File: src/rtl/alu_pkg.sv
// Shared types for the ALU execute-stage back end: condition codes, flag
// positions, skid-buffer states and the writeback entry layout.
package alu_pkg;

    localparam int ALU_P    = 32;
    localparam int ALU_RD_W = 4;

    localparam int FLAG_N = 3;
    localparam int FLAG_Z = 2;
    localparam int FLAG_C = 1;
    localparam int FLAG_V = 0;

    typedef enum logic [3:0] {
        EQ = 4'h0, NE = 4'h1, CS = 4'h2, CC = 4'h3,
        MI = 4'h4, PL = 4'h5, VS = 4'h6, VC = 4'h7,
        HI = 4'h8, LS = 4'h9, GE = 4'hA, LT = 4'hB,
        GT = 4'hC, LE = 4'hD, AL = 4'hE, NV = 4'hF
    } cond_e;

    typedef enum logic [1:0] {
        EMPTY = 2'd0,
        ONE   = 2'd1,
        TWO   = 2'd2
    } skid_state_e;

    typedef struct packed {
        logic [ALU_P-1:0]    result;
        logic [ALU_RD_W-1:0] rd;
        logic                reg_wr;
        logic                mem_wr;
        logic                pc_src;
    } exec_entry_t;

endpackage

File: src/rtl/alu_cond_check.sv
// Combinational ARM condition-code evaluation against an NZCV flag set.
module alu_cond_check
    import alu_pkg::*;
(
    input  logic [3:0] i_cond,
    input  logic [3:0] i_flags,
    output logic       o_cond_ex
);

    logic w_n, w_z, w_c, w_v;

    assign w_n = i_flags[FLAG_N];
    assign w_z = i_flags[FLAG_Z];
    assign w_c = i_flags[FLAG_C];
    assign w_v = i_flags[FLAG_V];

    always_comb begin
        o_cond_ex = 1'b1;
        case (cond_e'(i_cond))
            EQ:      o_cond_ex = w_z;
            NE:      o_cond_ex = !w_z;
            CS:      o_cond_ex = w_c;
            CC:      o_cond_ex = !w_c;
            MI:      o_cond_ex = w_n;
            PL:      o_cond_ex = !w_n;
            VS:      o_cond_ex = w_v;
            VC:      o_cond_ex = !w_v;
            HI:      o_cond_ex = w_c && !w_z;
            LS:      o_cond_ex = !w_c || w_z;
            GE:      o_cond_ex = (w_n == w_v);
            LT:      o_cond_ex = (w_n != w_v);
            GT:      o_cond_ex = !w_z && (w_n == w_v);
            LE:      o_cond_ex = w_z || (w_n != w_v);
            default: o_cond_ex = 1'b1;
        endcase
    end

endmodule

File: src/rtl/alu_exec_stage.sv
// Execute-stage back end: NZCV register, condition gating of side effects,
// squash counter and a 2-entry skid buffer towards writeback.
module alu_exec_stage
    import alu_pkg::*;
#(
    parameter int P     = ALU_P,
    parameter int RD_W  = ALU_RD_W,
    parameter int CNT_W = 16
) (
    input  logic             clk,
    input  logic             rst_n,
    input  logic             in_valid,
    output logic             in_ready,
    input  logic [P-1:0]     alu_result,
    input  logic [3:0]       alu_flags,
    input  logic [3:0]       cond,
    input  logic [1:0]       flag_wr,
    input  logic             reg_wr_in,
    input  logic             mem_wr_in,
    input  logic             pc_src_in,
    input  logic [RD_W-1:0]  rd_in,
    output logic             out_valid,
    input  logic             out_ready,
    output logic [P-1:0]     out_result,
    output logic [RD_W-1:0]  out_rd,
    output logic             out_reg_wr,
    output logic             out_mem_wr,
    output logic             out_pc_src,
    output logic [3:0]       flags_q,
    output logic [CNT_W-1:0] squash_cnt
);

    // Entry widths come from the package; P and RD_W must stay at those values.
    localparam logic [1:0] S_EMPTY = EMPTY;
    localparam logic [1:0] S_ONE   = ONE;
    localparam logic [1:0] S_TWO   = TWO;

    logic [1:0]       r_state;
    logic [1:0]       w_state_next;
    logic             r_in_ready;
    exec_entry_t      r_out;
    exec_entry_t      r_skid;
    exec_entry_t      w_entry;
    logic [3:0]       r_flags;
    logic [CNT_W-1:0] r_squash;
    logic             w_cond_ex;
    logic             w_accept;

    alu_cond_check u_cond_check (
        .i_cond    (cond),
        .i_flags   (r_flags),
        .o_cond_ex (w_cond_ex)
    );

    assign w_accept = in_valid && r_in_ready;

    // Squashed instructions keep their slot so writeback order is preserved.
    always_comb begin
        w_entry        = '0;
        w_entry.result = alu_result;
        w_entry.rd     = rd_in;
        w_entry.reg_wr = reg_wr_in && w_cond_ex;
        w_entry.mem_wr = mem_wr_in && w_cond_ex;
        w_entry.pc_src = pc_src_in && w_cond_ex;
    end

    always_comb begin
        w_state_next = r_state;
        case (r_state)
            S_EMPTY: if (w_accept) w_state_next = S_ONE;
            S_ONE: begin
                if (w_accept && !out_ready)      w_state_next = S_TWO;
                else if (!w_accept && out_ready) w_state_next = S_EMPTY;
            end
            S_TWO:   if (out_ready) w_state_next = S_ONE;
            default: w_state_next = S_EMPTY;
        endcase
    end

    always_ff @(posedge clk or negedge rst_n) begin
        if (!rst_n) begin
            r_state    <= S_EMPTY;
            r_in_ready <= 1'b0;
            r_out      <= '0;
            r_skid     <= '0;
            r_flags    <= 4'b0000;
            r_squash   <= '0;
        end else begin
            r_state    <= w_state_next;
            r_in_ready <= (w_state_next != S_TWO);

            case (r_state)
                S_EMPTY: if (w_accept) r_out <= w_entry;
                S_ONE: begin
                    if (w_accept && out_ready) r_out  <= w_entry;
                    else if (w_accept)         r_skid <= w_entry;
                end
                S_TWO:   if (out_ready) r_out <= r_skid;
                default: ;
            endcase

            if (w_accept && w_cond_ex) begin
                if (flag_wr[1]) begin
                    r_flags[FLAG_N] <= alu_flags[FLAG_N];
                    r_flags[FLAG_Z] <= alu_flags[FLAG_Z];
                end
                if (flag_wr[0]) begin
                    r_flags[FLAG_C] <= alu_flags[FLAG_C];
                    r_flags[FLAG_V] <= alu_flags[FLAG_V];
                end
            end

            if (w_accept && !w_cond_ex) r_squash <= r_squash + 1'b1;
        end
    end

    assign in_ready   = r_in_ready;
    assign out_valid  = (r_state != S_EMPTY);
    assign out_result = r_out.result;
    assign out_rd     = r_out.rd;
    assign out_reg_wr = r_out.reg_wr;
    assign out_mem_wr = r_out.mem_wr;
    assign out_pc_src = r_out.pc_src;
    assign flags_q    = r_flags;
    assign squash_cnt = r_squash;

endmodule

File: config.mk
export PLATFORM = sky130hd
export DESIGN_NAME = alu_exec_stage
export DESIGN_NICKNAME = d
export VERILOG_FILES = /design/src/rtl/alu_pkg.sv /design/src/rtl/alu_cond_check.sv /design/src/rtl/alu_exec_stage.sv
export SDC_FILE = /design/constraint.sdc
export NUM_CORES = 1
export LEC_CHECK = 0
export ABC_AREA = 1
export BUFFER_PORTS_ARGS = -buffer_cell sky130_fd_sc_hd__clkbuf_2
export CAP_MARGIN = 10
export CORE_ASPECT_RATIO = 1.2
export CORE_MARGIN = 10
export CORE_UTILIZATION = 40
export DETAILED_ROUTE_END_ITERATION = 16
export GPL_ROUTABILITY_DRIVEN = 0
export GPL_TIMING_DRIVEN = 0
export PLACE_DENSITY = 0.76
export SYNTH_ARGS = -nofsm -noshare
export SYNTH_HDL_FRONTEND = slang
export SYNTH_HIERARCHICAL = 1
export SYNTH_SLANG_ARGS = --single-unit
File: constraint.sdc
create_clock -name clk -period 1.95 [get_ports clk]
set_clock_uncertainty 0.1 [all_clocks]
set_input_delay 0.2925 -clock clk [delete_from_list [all_inputs] [get_ports clk]]
set_output_delay 0.2925 -clock clk [all_outputs]
set_load 0.01 [all_outputs]
==> impl_metrics.yaml, run 1 <==
die:
  ios: 114
  dieArea_sq_um: 16900
  core-area_sq_um: 11700
  fp-row-count: 43
  initial_core_util: 0.414
  die_height_microns: 140
  die_w_microns: 120
synthesis:
  synthCells: 609
  synth_top_cells_by_area: "dfrtp_1 52%, nand2_1 11%, inv_1 7.8%, o21ai_0 5.8%, nor2_1 5.0%"
  synth_top_area_frac: 0.523
  synth_edf_count: 0
  ys_ff_latch: 101
  postSynth.asyncResetShare: 1.00
  synth_nets: 663
  synth_cell_type_count: 27
  synthTopCellsByCount: "140 x nand2_1, 101 x dfrtp_1, 101 x inv_1, 64 x nor2_1, 56 x o21ai_0"
  avgSynthCellArea_sq_um: 7.94
  mappedNetlistArea_sq_um: 4830
  yosysWarnings: 6
  synth_flop_cell: "dfrtp_1"
  synth_top_area_cell: "dfrtp_1"
  yosysMostFrequentCell: "nand2_1"
  ys_seq_area_frac: 0.523
setup_path:
  crit_family: "simple AND/OR/NAND/NOR gates"
  cp_num_cells: 15
  reg2reg_depth: 15
  path_max_fanout: 5
  crit_end: "squash_cnt[12]$_DFFE_PN0P_"
  crit_slowest_cell: "dfrtp_1"
  crit_start: "flags_q[1]$_DFFE_PN0P_"
  path_cells: "inv_2 -> nand2_2 -> nand2_1 -> nand2_1 -> nand3_1 -> nand2_1 -> nor2_2 -> nand2_2 -> inv_2 -> nand3_4 -> nor2_4 -> buf_4 -> nand4_1 -> nand2_1 -> inv_1"
  path_buf_inv: 4
  r2r-start: "flags_q[1]$_DFFE_PN0P_"
  worstPathArrival_ns: 2.02
  reg2reg_slack_ns: 0.07
  start_kind: "register"
  cp-end-kind: "register"
  cp_common_cell: "nand2_1"
  worstPathRequired_ns: 2.09
  r2r-end: "squash_cnt[12]$_DFFE_PN0P_"
  critPathKind: "reg -> reg"
  max_stage_delay_ns: 0.42
clock_network:
  path_clk_slew_ns: 0.07
  cts_tree: "yes"
  clk_path_buf_depth: 2
  clock_latency_ns: 0.34
  clock-sinks: 101
  htree_levels: 3
  cts_root_buf: "clkbuf_16"
  cts_buffers: 9
route:
  firstDrtPassIters: 4
  drc_errors: 0
  vias: 4204
  wl_microns: 12400
  routedWlPerCell_microns: 13.7
  drtIter0Drc: 152
  via_per_inst: 4.66
  ant_nets: 0
sta:
  tightest_slew_ns: 0.795
  rsz0062_at_grt: "true"
  hold_violations: 0
  drv_slew: 0
  slew_headroom: 0.470
  fin_crit_sh: 0.966
  setup_viol: 0
  fmax_mhz: 531
  fin_setup_tns_ns: 0
  finalCriticalPeriod_ns: 1.88
place:
  dp_cells: 879
  port_buffers: 113
  hpwl_microns: 9040
grt:
  antenna_found_initial: 0
  grt_pass1_vias: 4093
  track_usage: 0.145
  grt_overflow: 0
  grt_max_degree: 102
  grt_pass1_wl_microns: 20100
run:
  maxCapViolations: 0
finish:
  layout.cells.non_filler: 902
  nets: 794
  area_growth_pct: 24.7
  antenna_cells: 0
  drive_gt1_frac: 0.267
hold_path:
  hold_path_class: "in -> reg"
pwr:
  leakage_uw: 0.00327
  vdd_drop_max_v: 0.000708
  p_per_area_nw_per_um2: 1340
status:
  status: "finished, final reports clean"
how the worst min path moves through the flow:
| stage | from | end | slack [ns] | cells past startpoint |
|---|---|---|---|---|
| finish | alu_flags[0] | flags_q[0]$_DFFE_PN0P_ | 0.09 | 3 |
| global route | alu_flags[1] | flags_q[1]$_DFFE_PN0P_ | 0.10 | 3 |
| CTS | alu_flags[2] | flags_q[2]$_DFFE_PN0P_ | 0.08 | 3 |
| detailed placement | rst_n | out_pc_src$_DFFE_PN0P_ | 0.36 | 1 |
| global placement | r_skid[35]$_DFFE_PN0P_ | r_skid[35]$_DFFE_PN0P_ | 0.37 | 2 |
| floorplan | rst_n | flags_q[0]$_DFFE_PN0P_ | -0.10 | 0 |
per-stage QoR:
step / worst slack (ns) / total power, uW / utilization / cell area (sq um) / hold WS, ns
after detailed placement: -0.293 / 6270 / 0.480 / 5610 / 0.360
after floorplan: 0.0198 / 5130 / - / 4840 / -0.103
after CTS: -0.0416 / 8060 / 0.509 / 5950 / 0.0820
after global placement: -0.941 / 6180 / 0.480 / 5600 / 0.368
final: 0.0654 / 8050 / 0.516 / 6030 / 0.0860
after global routing: -0.0783 / 8680 / 0.516 / 6030 / 0.100
sequential cells by signal, summed over array words and instances (netlist names):
register,count
r_state,2
out_pc_src,1
out_result,32
flags_q,4
r_skid,39
out_reg_wr,1
out_mem_wr,1
squash_cnt,16
in_ready,1
out_rd,4
repair_timing:
action                                  4_1_cts  5_1_grt
buffers inserted                              1        4
endpoints found under the hold margin        62        0
pin swaps                                     2        9
cloned                                        1        0
endpoints found under the setup margin       10       15
resized for setup                             7       21
hold buffers                                  1        0
kinds of logic after synthesis:
group	after synthesis	share of synthesized area
fa+ha+maj	1	0.00259
simple gates	247	0.211
flops	101	0.523
buf+inv	126	0.108
xor+xnor	7	0.0127
compound gates	127	0.143
power breakdown:
part | internal, uW | switching [uW] | total (uW)
clock | 924 | 820 | 1740
combinational | 1120 | 1760 | 2880
sequential | 2960 | 470 | 3430
placed cells by master (no fill, tap or decap), drive strengths merged:
cell           n
a21oi         43
nor2          67
clkinv         2
dlygate4sd3    1
o21a           1
dfrtp        101
buf           19
xor2           4
clkbuf       133
nand3b         1
and2           1
xnor2          3
o21bai         1
ha             1
clkinvlp       1
nor3           2
nand2        152
inv          105
nand4          6
nand3         19
o21ai         82
worst reg2reg max path, cell delays in order (launching register included):
cell and delay (ns):
dfrtp_1 0.42, inv_2 0.08, nand2_2 0.05, nand2_1 0.06, nand2_1 0.04, nand3_1 0.07, nand2_1 0.07, nor2_2 0.12
nand2_2 0.11, inv_2 0.11, nand3_4 0.11, nor2_4 0.13, buf_4 0.13, nand4_1 0.07, nand2_1 0.07, inv_1 0.03
cell type report:
class                           count  area, sq um
Clock buffer                       10          239
Fill cell                        1131         5650
Clock inverter                      6         53.8
Inverter                          102          383
Timing Repair Buffer              119          622
Sequential cell                   101         2530
Tap cell                          157          196
Buffer                             24          141
Multi-Input combinational cell    383         1860
layer usage:
| metal | GRT usage | part of all wire |
|---|---|---|
| met2 | 0.246 | 0.51 |
| met1 | 0.173 | 0.42 |
| met5 | 0 | 0 |
| met3 | 0.0462 | 0.062 |
| met4 | 0.0337 | 0.0095 |
(Power assumes the default switching activity.)
==> inputs of run 2 (changes only) <==
--- a/config.mk
+++ b/config.mk
@@ -7,7 +7,7 @@
 export LEC_CHECK = 0
 export ABC_AREA = 1
 export BUFFER_PORTS_ARGS = -buffer_cell sky130_fd_sc_hd__clkbuf_2
-export CAP_MARGIN = 10
+export CAP_MARGIN = 20
 export CORE_ASPECT_RATIO = 1.2
 export CORE_MARGIN = 10
 export CORE_UTILIZATION = 40
==> constraint.sdc (replaced) <==
create_clock -name clk -period 1.95 [get_ports clk]
set_clock_uncertainty 0.1 [all_clocks]
set_input_delay 0.2925 -clock clk [delete_from_list [all_inputs] [get_ports clk]]
set_output_delay 0.2925 -clock clk [all_outputs]
set_load 0.005 [all_outputs]
==> run 2 against run 1 <==
Effect of this change: final area rose by 0.39%; register-to-register slack gained 0.06 ns; global-route usage is 0.42 points higher; critical path type unchanged.
==> impl_metrics.yaml, run 2 (synthesis gave the netlist of run 1 again) <==
status:
  status: "finished, final reports clean"
finish:
  fillers: 1144
  regMostFlops: "r_skid"
  antenna_cells: 0
  layout.cells.most_common_list: "135 x nand2_1, 112 x clkbuf_2, 99 x dfrtp_1"
  largest_reg_flops: 39
  final_common_cell: "nand2_1"
  drive_gt1_frac: 0.264
  area_growth_pct: 25.2
  nets: 796
grt:
  track_usage: 0.149
  grt_pass1_vias: 4223
  grt_overflow: 0
  grt_max_degree: 102
  grt_pass1_wl_microns: 20800
  antenna_found_initial: 0
clock_network:
  cts_tree: "yes"
  clock-sinks: 101
  cts_root_buf: "clkbuf_16"
  clock_latency_ns: 0.34
  htree_levels: 3
  path_clk_slew_ns: 0.07
  cts_buffers: 9
  clk_path_buf_depth: 2
pwr:
  swShare: 0.353
  p_per_area_nw_per_um2: 1310
  vdd_drop_max_v: 0.000614
  p_clk_frac: 0.226
  comb_power_share: 0.341
  p_seq_frac: 0.433
  netSwitchingPower_uw: 2790
  fin_total_pwr_uw: 7910
  p_int_uw: 5120
  leakage_uw: 0.00328
setup_path:
  cp-end-kind: "register"
  max_stage_delay_ns: 0.45
  worstPathRequired_ns: 2.08
  crit_family: "simple AND/OR/NAND/NOR gates"
  worstPathArrival_ns: 1.96
  critPathKind: "reg -> reg"
  cp_num_cells: 11
  path_max_fanout: 6
  path_cells: "nand2_1 -> nand3_2 -> nand2_1 -> nand2_1 -> nor2_1 -> nand2_2 -> nor2_4 -> nand2_4 -> nor2_4 -> nand3_1 -> and2_1"
  path_buf_inv: 0
  start_kind: "register"
  reg2reg_depth: 11
  crit_slowest_cell: "dfrtp_2"
  cp_common_cell: "nand2_1"
hold_path:
  hold_path_class: "in -> reg"
  min_path_cells: 3
run:
  maxCapViolations: 0
place:
  port_buffers: 113
  hpwl_microns: 9040
die:
  ios: 114
  core-area_sq_um: 11700
  fp-row-count: 43
  initial_core_util: 0.414
  die_w_microns: 120
  die_height_microns: 140
  dieArea_sq_um: 16900
sta:
  slew_headroom: 0.441
  tightest_slew_ns: 0.839
  fin_crit_sh: 0.935
  drv_slew: 0
  hold_violations: 0
  fmax_mhz: 548
  finalCriticalPeriod_ns: 1.82
  rsz0062_at_grt: "true"
  whs_ns: 0.0874
  setup_viol: 0
route:
  drc_errors: 0
  wl_met3_microns: 844
  vias: 4211
  firstDrtPassIters: 4
  highest-signal-layer: "met4"
  drtIter0Drc: 260
  via_per_inst: 4.66
  routedWlPerCell_microns: 13.7
  drt-met1-wl_microns: 5390
  ant_nets: 0
  wl_met2_microns: 6030
  wl_microns: 12400
-- run 2: layer usage --
layer	up-vias	global-route usage
li1	2155	-
met1	1949	0.182
met2	96	0.247
met3	11	0.0450
met4	0	0.0407
met5	-	0
-- run 2: final timing paths --
kind | from | to | slack, ns
max | flags_q[0]$_DFFE_PN0P_ | squash_cnt[7]$_DFFE_PN0P_ | 0.13
min | alu_flags[2] | flags_q[2]$_DFFE_PN0P_ | 0.09
max reg2reg | flags_q[0]$_DFFE_PN0P_ | squash_cnt[7]$_DFFE_PN0P_ | 0.13
min reg2reg | r_skid[38]$_DFFE_PN0P_ | r_skid[38]$_DFFE_PN0P_ | 0.39
max in group asynchronous | rst_n | flags_q[0]$_DFFE_PN0P_ | 0.61
min in group asynchronous | rst_n | out_result[0]$_DFFE_PN0P_ | 0.48
-- run 2: worst min-delay path, delay by kind of cell --
| kind | cells | cell delay (ns) |
|---|---|---|
| AND/OR/NAND/NOR | 2 | 0.12 |
| buffers and inverters | 1 | 0.08 |
-- run 2: power by group through the flow --
stage	Clock [uW]	Sequential, uW	Combinational (uW)
after detailed placement	0	3450	2610
after global placement	0	3420	2560
final	1790	3430	2700
after floorplan	0	3430	1510
after global routing	1910	3540	3120
after CTS	1830	3430	2690
-- run 2: cell type report --
| cell class | instances | area [sq um] | share of cell area |
|---|---|---|---|
| inverter | 102 | 383 | 0.0633 |
| buffer | 24 | 141 | 0.0234 |
| tap | 157 | 196 | 0.0325 |
| clock buffer | 10 | 239 | 0.0395 |
| clock inverter | 5 | 58.8 | 0.00972 |
| sequential | 101 | 2530 | 0.418 |
| multi-input combinational | 383 | 1860 | 0.307 |
| timing repair buffer | 121 | 644 | 0.106 |
-- run 2: timing repair --
item,CTS,global route
pin swaps,4,7
gates cloned,1,0
endpoints found under the setup margin,11,15
hold buffers,1,0
endpoints found under the hold margin,86,0
resized for setup,10,18
setup buffers,4,3
-- run 2: metrics by stage --
stage               area, sq um  instances  utilization  setup TNS (ns)  setup slack [ns]
floorplan                  4830        609            -               0            0.0195
global placement           5600        879        0.479          -95.48            -0.934
detailed placement         5610        879        0.480           -1.99            -0.357
CTS                        5980        900        0.512               0            0.0313
global route               6050        903        0.518         -0.0891           -0.0355
finish                     6050        903        0.518               0             0.126
==> inputs of run 3 (changes only) <==
--- a/config.mk
+++ b/config.mk
@@ -9,7 +9,7 @@
 export BUFFER_PORTS_ARGS = -buffer_cell sky130_fd_sc_hd__clkbuf_2
 export CAP_MARGIN = 20
 export CORE_ASPECT_RATIO = 1.2
-export CORE_MARGIN = 10
+export CORE_MARGIN = 5
 export CORE_UTILIZATION = 40
 export DETAILED_ROUTE_END_ITERATION = 16
 export GPL_ROUTABILITY_DRIVEN = 0
==> run 3 against run 2 <==
Effect of this change: sequential cell count stayed put; final cell count rose by 1.1%; first-iteration DRC count is 12% higher; sequential share of layout area decreased by 0.17 points; die area is 15% lower; sequential power about the same; non-clock buffer count grew 6; combinational power is essentially flat; register-to-register slack got worse by 0.09 ns; highest routed layer unchanged.
==> impl_metrics.yaml, run 3 (synthesis gave the netlist of run 1 again) <==
status:
  status: "finished, final reports clean"
finish:
  regMostFlops: "r_skid"
  drive_gt1_frac: 0.271
  fillers: 1184
  layout.cells.most_common_list: "133 x nand2_1, 112 x clkbuf_2, 99 x dfrtp_1"
  nets: 801
  fin_util: 0.506
  layout.cells.non_filler: 913
  final_common_cell: "nand2_1"
  largest_reg_flops: 39
  antenna_cells: 0
  area_growth_pct: 25.7
  final_area_sq_um: 6080
setup_path:
  path_max_fanout: 5
  max_stage_delay_ns: 0.42
  path_cells: "inv_1 -> nand2_2 -> nand2_1 -> nand2_1 -> nand3_1 -> nand2_1 -> nor2_2 -> nand2_2 -> nor2_4 -> nand2_2 -> nor2_4 -> buf_6 -> nand2_2 -> nand2_1 -> nand2_1"
  reg2reg_depth: 15
  cp-end-kind: "register"
  r2r-end: "squash_cnt[9]$_DFFE_PN0P_"
  r2r-start: "flags_q[2]$_DFFE_PN0P_"
  worstPathRequired_ns: 2.08
  cp_common_cell: "nand2_1"
  worstPathArrival_ns: 2.04
  reg2reg_slack_ns: 0.04
  start_kind: "register"
  crit_slowest_cell: "dfrtp_1"
  critPathKind: "reg -> reg"
route:
  ant_nets: 0
  drtIter0Drc: 291
  via_per_inst: 4.65
  vias: 4247
  firstDrtPassIters: 5
  drc_errors: 0
  wl_microns: 11800
  routedWlPerCell_microns: 12.9
pwr:
  leakage_uw: 0.00329
  p_per_area_nw_per_um2: 1280
  vdd_drop_max_v: 0.000543
grt:
  track_usage: 0.169
  grt_overflow: 0
  grt_max_degree: 102
  grt_pass1_vias: 4024
  grt_pass1_wl_microns: 19100
  antenna_found_initial: 0
sta:
  drv_slew: 0
  hold_violations: 0
  fin_setup_tns_ns: 0
  whs_ns: 0.0922
  slew_headroom: 0.415
  tightest_slew_ns: 0.877
  finalCriticalPeriod_ns: 1.91
  rsz0062_at_grt: "true"
  setup_viol: 0
  fmax_mhz: 524
  fin_crit_sh: 0.979
die:
  die_w_microns: 110
  core-area_sq_um: 12000
  initial_core_util: 0.403
  fp-row-count: 44
  ios: 114
  dieArea_sq_um: 14400
  die_height_microns: 130
place:
  port_buffers: 113
  dp_cells: 883
  placed_area_sq_um: 5610
  hpwl_microns: 8320
clock_network:
  cts_root_buf: "clkbuf_16"
  cts_buffers: 9
  cts_tree: "yes"
  htree_levels: 3
  clock_latency_ns: 0.34
  path_clk_slew_ns: 0.07
  clock-sinks: 101
  clk_path_buf_depth: 2
hold_path:
  hold_path_class: "in -> reg"
  hold_start: "alu_flags[2]"
  min_path_cells: 3
  whs_endpoint: "flags_q[2]$_DFFE_PN0P_"
run:
  maxCapViolations: 0
## run 3: timing repair
action / in CTS / in global routing
resized for setup: 12 / 19
endpoints found under the setup margin: 11 / 14
setup buffers: 6 / 7
pin swaps: 2 / 15
hold buffers: 1 / 0
gates cloned: 0 / 0
hold endpoints to repair: 53 / 0
## run 3: routing by layer
| metal | global-route usage | up-vias | routed length, microns |
|---|---|---|---|
| li1 | - | 2160 | - |
| met1 | 0.217 | 1991 | 5120 |
| met2 | 0.289 | 90 | 5980 |
| met3 | 0.0373 | 6 | 615 |
| met4 | 0.0478 | 0 | 76 |
| met5 | 0 | - | 0 |
## run 3: how the worst max path moves through the flow
| stage | from | endpoint | slack (ns) | depth (start not counted) |
|---|---|---|---|---|
| finish | flags_q[2]$_DFFE_PN0P_ | squash_cnt[9]$_DFFE_PN0P_ | 0.04 | 15 |
| detailed placement | flags_q[3]$_DFFE_PN0P_ | squash_cnt[14]$_DFFE_PN0P_ | -0.32 | 13 |
| global route | flags_q[2]$_DFFE_PN0P_ | squash_cnt[9]$_DFFE_PN0P_ | -0.13 | 15 |
| CTS | flags_q[3]$_DFFE_PN0P_ | squash_cnt[9]$_DFFE_PN0P_ | 0.003 | 14 |
| global placement | rst_n | out_result[18]$_DFFE_PN0P_ | -0.97 | 1 |
| floorplan | flags_q[0]$_DFFE_PN0P_ | squash_cnt[14]$_DFFE_PN0P_ | 0.02 | 13 |
## run 3: cell type report
cell class,instances,area (sq um),share of cell area
sequential,101,2530,0.416
multi-input combinational,382,1850,0.305
timing repair buffer,127,689,0.113
inverter,102,383,0.0630
clock buffer,11,243,0.0399
tap,161,201,0.0331
buffer,24,141,0.0233
clock inverter,5,35.0,0.00576
## run 3: power by group
part | leakage (uW) | total [uW] | internal (uW) | switching [uW]
registers | 0.00121 | 3430 | 2960 | 465
logic | 0.00194 | 2710 | 1160 | 1550
clock network | 0.000136 | 1660 | 903 | 760
total | 0.00329 | 7800 | 5020 | 2780
## run 3: through the flow
| stage | worst slack, ns | power (uW) |
|---|---|---|
| global placement | -0.965 | 5940 |
| detailed placement | -0.319 | 6030 |
| CTS | 0.00336 | 7840 |
| global route | -0.131 | 8480 |
| floorplan | 0.0195 | 4940 |
| finish | 0.0405 | 7800 |
## run 3: critical path: cells and delay by family, from the launching register on
family        cells  cell delay [ns]
buf+inv           2             0.23
flops             1             0.42
simple gates     13             1.07
